===== src/rtl/noc_pkg.sv =====
// Shared NoC definitions: byte width default, generator FSM states, packet field widths.
// Latency: n/a (definitions only).
// Backpressure: n/a.
package noc_pkg;

   localparam int NOC_BYTE_DW = 8;    // default byte lane width
   localparam int NOC_ADDR_W  = 4;    // router address width
   localparam int NOC_CNT_W   = 16;   // packet counter / sequence / beat index width

   typedef enum logic [1:0] {
      ST_IDLE = 2'd0,
      ST_SEND = 2'd1,
      ST_GAP  = 2'd2,
      ST_DONE = 2'd3
   } ntg_state_t;

   // Counters wrap naturally at 2**NOC_CNT_W.
   function automatic logic [NOC_CNT_W-1:0] cnt_inc(input logic [NOC_CNT_W-1:0] v);
      return v + NOC_CNT_W'(1);
   endfunction

endpackage


===== src/rtl/noc_traffic_generator.sv =====
// Purpose: AXI-Stream style NoC packet generator; emits fixed-length numbered packets to one dest.
// Latency: first beat valid one cycle after the enable-sampling edge; all outputs registered.
// Backpressure: master_* hold stable while tvalid=1 and tready=0; tvalid only drops after a handshake.
//
// Ports:
//   clk, reset (async active-low)     enable: level, run while high
//   src_address / dest_address        own / target router (dest latched at packet start)
//   master_t*                         stream output; tdata = {pkt_seq, beat_idx} halves
//   done                              run of num_pkts packets complete (held until reset)
//   pkt_count                         packets fully sent (also the packet sequence number)
module noc_traffic_generator
   import noc_pkg::*;
#(
   parameter int noc_dw     = 32,
   parameter int byte_dw    = NOC_BYTE_DW,
   parameter int pkt_len    = 4,
   parameter int num_pkts   = 16,
   parameter int gap_cycles = 2
) (
   input  logic                      clk,
   input  logic                      reset,
   input  logic                      enable,
   input  logic [NOC_ADDR_W-1:0]     src_address,
   input  logic [NOC_ADDR_W-1:0]     dest_address,
   input  logic                      master_tready,
   output logic                      master_tvalid,
   output logic [noc_dw-1:0]         master_tdata,
   output logic [noc_dw/byte_dw-1:0] master_tstrb,
   output logic [noc_dw/byte_dw-1:0] master_tkeep,
   output logic [byte_dw-1:0]        master_tid,
   output logic [byte_dw-1:0]        master_tdest,
   output logic [byte_dw-1:0]        master_tuser,
   output logic                      master_tlast,
   output logic                      done,
   output logic [NOC_CNT_W-1:0]      pkt_count
);

   localparam int STRB_W = noc_dw / byte_dw;
   localparam int HALF_W = noc_dw / 2;

   localparam logic [NOC_CNT_W-1:0] LAST_BEAT = NOC_CNT_W'(pkt_len - 1);
   localparam logic [NOC_CNT_W-1:0] PKT_LIMIT = NOC_CNT_W'(num_pkts);
   localparam logic [NOC_CNT_W-1:0] GAP_LAST  = NOC_CNT_W'((gap_cycles > 0) ? gap_cycles - 1 : 0);
   localparam bit                   UNLIMITED = (num_pkts == 0);
   localparam bit                   HAS_GAP   = (gap_cycles > 0);

   // State and counters. pkt_count doubles as the packet sequence number:
   // both start at zero and advance on the same edge, so one register serves both.
   ntg_state_t             r_state;
   logic [NOC_CNT_W-1:0]   r_beat_idx;
   logic [NOC_CNT_W-1:0]   r_pkt_count;
   logic [NOC_CNT_W-1:0]   r_gap_cnt;
   logic [NOC_ADDR_W-1:0]  r_dest;

   // Registered outputs
   logic                   r_tvalid;
   logic [noc_dw-1:0]      r_tdata;
   logic [STRB_W-1:0]      r_tstrb;
   logic [STRB_W-1:0]      r_tkeep;
   logic [byte_dw-1:0]     r_tid;
   logic [byte_dw-1:0]     r_tdest;
   logic [byte_dw-1:0]     r_tuser;
   logic                   r_tlast;
   logic                   r_done;

   // Next-state values
   ntg_state_t             w_state_nxt;
   logic [NOC_CNT_W-1:0]   w_beat_nxt;
   logic [NOC_CNT_W-1:0]   w_count_nxt;
   logic [NOC_CNT_W-1:0]   w_gap_nxt;
   logic [NOC_ADDR_W-1:0]  w_dest_nxt;
   logic                   w_vld_nxt;
   logic                   w_done_nxt;
   logic                   w_load;        // present a new beat on the bus this edge

   logic [NOC_CNT_W-1:0]   w_count_inc;
   logic                   w_quota_met;
   logic                   w_last_pkt;
   logic [noc_dw-1:0]      w_tdata_nxt;

   assign w_count_inc = cnt_inc(r_pkt_count);
   assign w_quota_met = !UNLIMITED && (r_pkt_count >= PKT_LIMIT);
   assign w_last_pkt  = !UNLIMITED && (w_count_inc == PKT_LIMIT);
   assign w_tdata_nxt = {HALF_W'(w_count_nxt), HALF_W'(w_beat_nxt)};

   always_comb begin
      w_state_nxt = r_state;
      w_beat_nxt  = r_beat_idx;
      w_count_nxt = r_pkt_count;
      w_gap_nxt   = r_gap_cnt;
      w_dest_nxt  = r_dest;
      w_vld_nxt   = r_tvalid;
      w_done_nxt  = r_done;
      w_load      = 1'b0;

      unique case (r_state)
         ST_IDLE: begin
            if (w_quota_met) begin
               w_state_nxt = ST_DONE;
               w_vld_nxt   = 1'b0;
               w_done_nxt  = 1'b1;
            end else if (enable) begin
               w_state_nxt = ST_SEND;
               w_dest_nxt  = dest_address;
               w_beat_nxt  = '0;
               w_vld_nxt   = 1'b1;
               w_load      = 1'b1;
            end
         end

         ST_SEND: begin
            // Nothing moves until the current beat is taken, which keeps
            // every master_* output frozen during a stall.
            if (r_tvalid && master_tready) begin
               if (r_beat_idx != LAST_BEAT) begin
                  w_beat_nxt = cnt_inc(r_beat_idx);
                  w_load     = 1'b1;
               end else begin
                  w_count_nxt = w_count_inc;
                  w_beat_nxt  = '0;
                  if (w_last_pkt) begin
                     w_state_nxt = ST_DONE;
                     w_vld_nxt   = 1'b0;
                     w_done_nxt  = 1'b1;
                  end else if (HAS_GAP) begin
                     w_state_nxt = ST_GAP;
                     w_gap_nxt   = '0;
                     w_vld_nxt   = 1'b0;
                  end else if (enable) begin
                     // back-to-back: next packet's first beat replaces the last one
                     w_dest_nxt = dest_address;
                     w_load     = 1'b1;
                  end else begin
                     w_state_nxt = ST_IDLE;
                     w_vld_nxt   = 1'b0;
                  end
               end
            end
         end

         ST_GAP: begin
            // The edge ending the gap is also the start-of-packet edge, so the
            // bus sees exactly gap_cycles idle cycles.
            if (r_gap_cnt == GAP_LAST) begin
               w_gap_nxt = '0;
               if (enable) begin
                  w_state_nxt = ST_SEND;
                  w_dest_nxt  = dest_address;
                  w_vld_nxt   = 1'b1;
                  w_load      = 1'b1;
               end else begin
                  w_state_nxt = ST_IDLE;
               end
            end else begin
               w_gap_nxt = cnt_inc(r_gap_cnt);
            end
         end

         ST_DONE: begin
            w_vld_nxt  = 1'b0;
            w_done_nxt = 1'b1;
         end

         default: begin
            w_state_nxt = ST_IDLE;
            w_vld_nxt   = 1'b0;
         end
      endcase
   end

   always_ff @(posedge clk or negedge reset) begin
      if (!reset) begin
         r_state     <= ST_IDLE;
         r_beat_idx  <= '0;
         r_pkt_count <= '0;
         r_gap_cnt   <= '0;
         r_dest      <= '0;
         r_tvalid    <= 1'b0;
         r_tdata     <= '0;
         r_tstrb     <= '0;
         r_tkeep     <= '0;
         r_tid       <= '0;
         r_tdest     <= '0;
         r_tuser     <= '0;
         r_tlast     <= 1'b0;
         r_done      <= 1'b0;
      end else begin
         r_state     <= w_state_nxt;
         r_beat_idx  <= w_beat_nxt;
         r_pkt_count <= w_count_nxt;
         r_gap_cnt   <= w_gap_nxt;
         r_dest      <= w_dest_nxt;
         r_tvalid    <= w_vld_nxt;
         r_done      <= w_done_nxt;
         if (w_load) begin
            r_tdata <= w_tdata_nxt;
            r_tstrb <= '1;
            r_tkeep <= '1;
            r_tid   <= byte_dw'(src_address);
            r_tdest <= byte_dw'(w_dest_nxt);
            r_tuser <= byte_dw'(w_count_nxt);
            r_tlast <= (w_beat_nxt == LAST_BEAT);
         end else if (!w_vld_nxt) begin
            r_tlast <= 1'b0;
         end
      end
   end

   assign master_tvalid = r_tvalid;
   assign master_tdata  = r_tdata;
   assign master_tstrb  = r_tstrb;
   assign master_tkeep  = r_tkeep;
   assign master_tid    = r_tid;
   assign master_tdest  = r_tdest;
   assign master_tuser  = r_tuser;
   assign master_tlast  = r_tlast;
   assign done          = r_done;
   assign pkt_count     = r_pkt_count;

endmodule


===== config.mk =====
export PLATFORM = sky130hd
export DESIGN_NAME = noc_traffic_generator
export DESIGN_NICKNAME = d
export VERILOG_FILES = /design/src/rtl/noc_pkg.sv /design/src/rtl/noc_traffic_generator.sv
export SDC_FILE = /design/constraint.sdc
export NUM_CORES = 1
export LEC_CHECK = 0
export ABC_CLOCK_PERIOD_IN_PS = 6500
export BUFFER_PORTS_ARGS = -buffer_cell sky130_fd_sc_hd__buf_2
export CAP_MARGIN = 20
export CORE_UTILIZATION = 30
export CTS_CLUSTER_SIZE = 28
export DETAILED_ROUTE_END_ITERATION = 12
export PLACE_DENSITY = 0.52
export RECOVER_POWER = 100
export SLEW_MARGIN = 20
export SYNTH_ARGS = -nofsm -noshare
export SYNTH_HDL_FRONTEND = slang
export SYNTH_SLANG_ARGS = --single-unit

===== constraint.sdc =====
create_clock -name clk -period 6.5 [get_ports clk]
set_input_delay 0.325 -clock clk [delete_from_list [all_inputs] [get_ports clk]]
set_output_delay 0.325 -clock clk [all_outputs]
set_load 0.03 [all_outputs]

Word-level counts from Yosys, hierarchy flattened

Cells that the tools add are included.

Logic and storage cells: 84
Output and inout bits: 83
Input port bits: 12
Register bits after elaboration: 106

Reduce and logical (&&, ||, !) cells: 8
$lt $le $gt $ge: 1
Multiplexer cells: 44
$add $sub $neg: 3
Eq/ne operators: 15

Operators by type and width:

| operator                                                                 | count |
|---|---|
| 16-bit 2-to-1 mux                                                        | 11 |
| 16-bit one-hot mux with 2 select lines                                   | 2 |
| 16-bit by 1-bit adder with 16-bit output, second input constant          | 3 |
| 1-bit 2-to-1 mux                                                         | 18 |
| 16-bit by 1-bit equality test with 1-bit output, second input constant   | 1 |
| 16-bit by 2-bit equality test with 1-bit output, second input constant   | 1 |
| 16-bit by 5-bit equality test with 1-bit output, second input constant   | 1 |
| 16-bit by 5-bit >= comparator with 1-bit output, second input constant   | 1 |
| 16-bit by 2-bit inequality test with 1-bit output, second input constant | 1 |
| 4-bit 2-to-1 mux                                                         | 3 |
| 2-bit inequality test, second input constant                             | 6 |
| 2-bit 2-to-1 mux                                                         | 5 |
| 5-bit AND reduction                                                      | 2 |
| 4-bit one-hot mux with 2 select lines                                    | 1 |
| 1-bit one-hot mux with 3 select lines                                    | 2 |
| 2-bit one-hot mux with 3 select lines                                    | 1 |
| 3-bit nonzero test                                                       | 2 |
| 2-bit equality test, second input constant                               | 2 |
| 1-bit one-hot mux with 4 select lines                                    | 1 |
| 4-bit AND reduction                                                      | 1 |
| 3-bit inequality test, second input constant                             | 1 |
| 2-bit by 1-bit equality test with 1-bit output, second input constant    | 1 |
| 2-bit logical NOT                                                        | 1 |
| 2-bit by 1-bit inequality test with 1-bit output, second input constant  | 1 |
| 2 further kinds                                                          | 2 |

Longest topological paths before layout

Word-level depth: 6
Gate-level depth with buffers: 11

Least setup slack after synthesis

Ideal clock, no wire load.

Kind: register to register
From: register r_pkt_count[4], in the netlist pkt_count[4]
To: register r_gap_cnt[3]
Library setup time: 0.092 ns
Buffers on the path: 3
Arrival time: 2.951 ns
Stages on the path, launching flop included: 12
Clock period less this slack: 3.043 ns
Required time: 6.408 ns
Path slack: 3.457 ns
Cells stage by stage: dfrtp_1 > buf_2 > nand4_4 > nor4_4 > nor2b_1 > mux2_2 > a41o_1 > a31o_2 > or2_1 > buf_6 > buf_6 > o31ai_2

Cells in the longest elaborated chain, start to end: 4

Ends and longest elaborated chain:

| item                                            | line                         | source |
|---|---|---|
| start, declared                                 | noc_traffic_generator.sv:51  | `logic [NOC_CNT_W-1:0] r_pkt_count;` |
| start signal, assigned                          | noc_traffic_generator.sv:190 | `r_pkt_count <= w_count_nxt;` |
| 16-bit by 1-bit adder with 16-bit output        | noc_pkg.sv:19                | `return v + NOC_CNT_W'(1);` |
| 16-bit by 5-bit equality test with 1-bit output | noc_traffic_generator.sv:83  | `assign w_last_pkt = !UNLIMITED && (w_count_inc == PKT_LIMIT);` |
| 2-bit inequality test (no source line)          | n/a                          |  |
| 4-bit AND reduction (no source line)            | n/a                          |  |
| end signal, assigned                            | noc_traffic_generator.sv:191 | `r_gap_cnt <= w_gap_nxt;` |
| end, declared                                   | noc_traffic_generator.sv:52  | `logic [NOC_CNT_W-1:0] r_gap_cnt;` |

Every way passes these cells.
A chain may end at the register's enable or synchronous reset.

Worst setup path after layout

From: register r_gap_cnt[1]
To: register r_tdest[3], in the netlist master_tdest[3]

Cells in the longest elaborated chain, start to end: 3

Ends and longest elaborated chain:

| item                                                                                                  | line                         | source |
|---|---|---|
| 16-bit by 1-bit equality test with 1-bit output (*)                                                   | noc_traffic_generator.sv:144 | `if (r_gap_cnt == GAP_LAST) begin` |
| 1-bit 2-to-1 mux / 4-bit 2-to-1 mux (equally long branches)                                           | noc_traffic_generator.sv:144 |  |
| 1-bit one-hot mux with 3 select lines / 4-bit one-hot mux with 2 select lines (equally long branches) | noc_traffic_generator.sv:96  | `unique case (r_state)` |
| end signal, assigned                                                                                  | noc_traffic_generator.sv:200 | `r_tdest <= byte_dw'(w_dest_nxt);` |
| end, declared                                                                                         | noc_traffic_generator.sv:61  | `logic [byte_dw-1:0] r_tdest;` |

Mark *: on every way between the ends. The rest lies on a longest branch, timed or not.

==> flow_metrics.py <==
metrics = {
    "sta": {
        "setup_viol_count_final": 0,
        "relSlewSlack_pct": -16.3,
        "min_period_ns": 4.53,
        "max_freq_ghz": 0.221,
        "finalMaxSlewViolations": 125,
        "finalSetupTns_ns": 0,
        "fin_crit_sh_pct": 69.6,
        "final_hold_viol_count": 0,
        "holdWs_ns": 0.195,
        "fin_skew_ns": 0.0102,
        "rsz0062_at_grt": "false",
        "worst_pin_slew_ns": 1.74,
    },
    "clock_tree": {
        "clock_latency_ns": 0.36,
        "cts_hold_buffers": 1,
        "numCtsBuffers": 9,
        "clk_pin_slew_ns": 0.07,
        "clk_path_buf_depth": 2,
        "cts_root_buffer": "clkbuf_16",
        "numClockSinks": 98,
        "cts_resized": 0,
        "h-tree-depth": 3,
        "cts_tree": "built",
        "cts_setup_buffers": 0,
    },
    "logic_synthesis": {
        "yosysWarnings": 0,
        "ys_types": 63,
        "async_flop_share_pct": 100,
        "syn_area_um2": 5130,
        "synth_top_cell_area_share_pct": 47.8,
        "synthTopCellsByArea": "dfrtp_1 (48%), mux2_2 (8.3%), o21ai_0 (4.0%)",
        "postSynthAreaPerCell_um2": 10.2,
        "yosysMostFrequentCell": "dfrtp_1",
        "yosys-top-cells-count": "dfrtp_1 (98), o21ai_0 (41), mux2_2 (38), nand2_1 (35), nor2_1 (32)",
        "syn-instance-count": 501,
        "ys_seq_elements": 98,
        "yosysTopAreaCell": "dfrtp_1",
        "synth_edf_count": 0,
        "ys.flop_type": "dfrtp_1",
        "ys_seq_area_share_pct": 47.8,
    },
    "job": {
        "maxCapViolCount": 3,
    },
    "die": {
        "die_h_um": 133,
        "coreArea_um2": 16600,
        "start_util_pct": 30.8,
        "rows": 47,
        "die_area_um2": 17600,
        "die_w_um": 133,
        "io_pins": 95,
    },
    "setup_path": {
        "critPathKind": "reg2reg",
        "cp_slowest_cell": "nor2_1",
        "cp.buffers_inverters": 2,
        "cp.depth": 10,
        "rr_worst_depth": 10,
        "path_delay_family": "simple AND/OR/NAND/NOR gates",
        "end_kind": "register",
        "cpMostUsedCell": "nor2_1",
        "worst_setup_path_start_kind": "register",
        "max_stage_delay_ns": 1.29,
        "worstPathCellList": "inv_1, ha_1, nor4b_1, nand4_1, or2_2, a21boi_0, nor2_1, nor2_1, buf_4, mux2_2",
        "crit_fanout": 24,
        "arrival_ns": 4.77,
        "cp.required_ns": 6.74,
    },
    "route": {
        "antenna_left": 0,
        "dr.pass1.iters": 5,
        "wl_per_cell_um": 15.4,
        "drt-total-wl_mm": 12.1,
        "avgViaCountPerCell": 5.07,
        "drc_errors": 0,
        "vias": 3994,
        "drt_iter0_markers": 272,
    },
    "cells_and_area": {
        "stdcell_area_um2": 5760,
        "layout-drive-gt1-share_pct": 12.7,
        "n_antenna_cell": 0,
        "synthToLayoutAreaGrowth_pct": 12.2,
        "final_util_pct": 34.6,
        "final_cells": 788,
        "nets": 586,
    },
    "global_routing": {
        "grt_pass1_wl_mm": 20.2,
        "grt_start_max_net_pins": 72,
        "grtUsageTotal_pct": 14.6,
        "antenna_found_initial": 0,
        "grt_overflow": 0,
        "grt_pass1_vias": 3903,
    },
    "placement": {
        "io_buffers": 86,
        "dp_hpwl_mm": 8.50,
        "place_congestion": 0.839,
        "dp_cells": 771,
        "place_area_um2": 5610,
    },
    "run_status": {
        "violations": "max-capacitance violations, max-slew violations",
        "status": "complete, but fails checks",
    },
    "hold_path": {
        "hp-class": "in2reg",
        "hold_depth": 2,
    },
    "power_and_ir_drop": {
        "ir_drop_mv": 0.139,
        "power.leakage_nw": 2.46,
        "power.density_nw_per_um2": 332,
    },
}
worst register-to-register path, delay by kind of cell, from the launching register on:
kind            cells  cell delay (ns)
fa+ha+maj           1             0.14
mux                 1             0.40
buf+inv             2             0.60
simple gates        5             2.20
compound gates      1             0.66
flops               1             0.42
stage by stage:
| stage | total power [mW] | setup WS (ns) |
|---|---|---|
| global placement | 1.35 | 3.25 |
| global route | 2.03 | 1.45 |
| detailed placement | 1.37 | 3.19 |
| CTS | 1.97 | 3.17 |
| floorplan | 1.22 | 3.46 |
| finish | 1.91 | 1.97 |
state kept, by name, summed over array words and instances (netlist names):
register	cells
done	1
master_tdest	4
master_tdata	32
r_gap_cnt	16
r_dest	4
master_tlast	1
master_tkeep	1
master_tvalid	1
r_state	2
r_beat_idx	16
master_tid	4
pkt_count	16
power by group:
part | switching (mW) | internal, mW
clock network | 0.241 | 0.348
registers | 0.0545 | 0.689
logic | 0.417 | 0.164
total | 0.713 | 1.20
cells by family after synthesis:
group           count (synthesis)  synth area share (%)
fa+ha+maj                      11                  2.68
xor+xnor                       18                  3.07
simple gates                  168                  17.5
flops                          98                  47.8
mux                            39                  8.55
other cells                     1                0.0730
buf+inv                        64                  6.82
compound gates                102                  13.5
cell type report:
type                            count  area, µm²
Inverter                           18       67.6
Clock buffer                       10        239
Multi-Input combinational cell    346       2280
Fill cell                        1726      10900
Clock inverter                      6       90.1
Sequential cell                    98       2450
Tap cell                          220        275
Timing Repair Buffer               90        362
layout by cell type (no fill, tap or decap), drive strengths merged, types with 11 or more instances in the layout:
cell type | synthesis | routed
o21ai | 42 | 42
and3 | 15 | 15
xnor2 | 14 | 14
nand4 | 13 | 13
buf | 32 | 11
a31oi | 11 | 11
mux2 | 39 | 39
nand2 | 35 | 35
clkbuf | 14 | 88
dfrtp | 98 | 98
ha | 11 | 11
nor2 | 33 | 33
nand3 | 26 | 26
inv | 18 | 18
worst paths after layout:
| check | startpoint | endpoint | slack (ns) |
|---|---|---|---|
| hold / removal | src_address[3] | master_tid[3]$_DFFE_PN0P_ | 0.19 |
| setup reg to reg | r_gap_cnt[1]$_DFFE_PN0P_ | master_tdest[3]$_DFFE_PN0P_ | 1.97 |
| setup / recovery | r_gap_cnt[1]$_DFFE_PN0P_ | master_tdest[3]$_DFFE_PN0P_ | 1.97 |
| min in group asynchronous | reset | master_tdata[21]$_DFFE_PN0P_ | 0.88 |
| hold reg to reg | done$_DFFE_PN0P_ | done$_DFFE_PN0P_ | 0.47 |
| max in group asynchronous | reset | r_gap_cnt[12]$_DFFE_PN0P_ | 3.17 |
per-layer routing:
layer | global-route usage [%] | part of all wire [%]
met5 | 0 | 0
met4 | 5.11 | 1.4
met3 | 4.41 | 5.9
met2 | 22.4 | 45
met1 | 19.3 | 48
(Power assumes the default switching activity.)
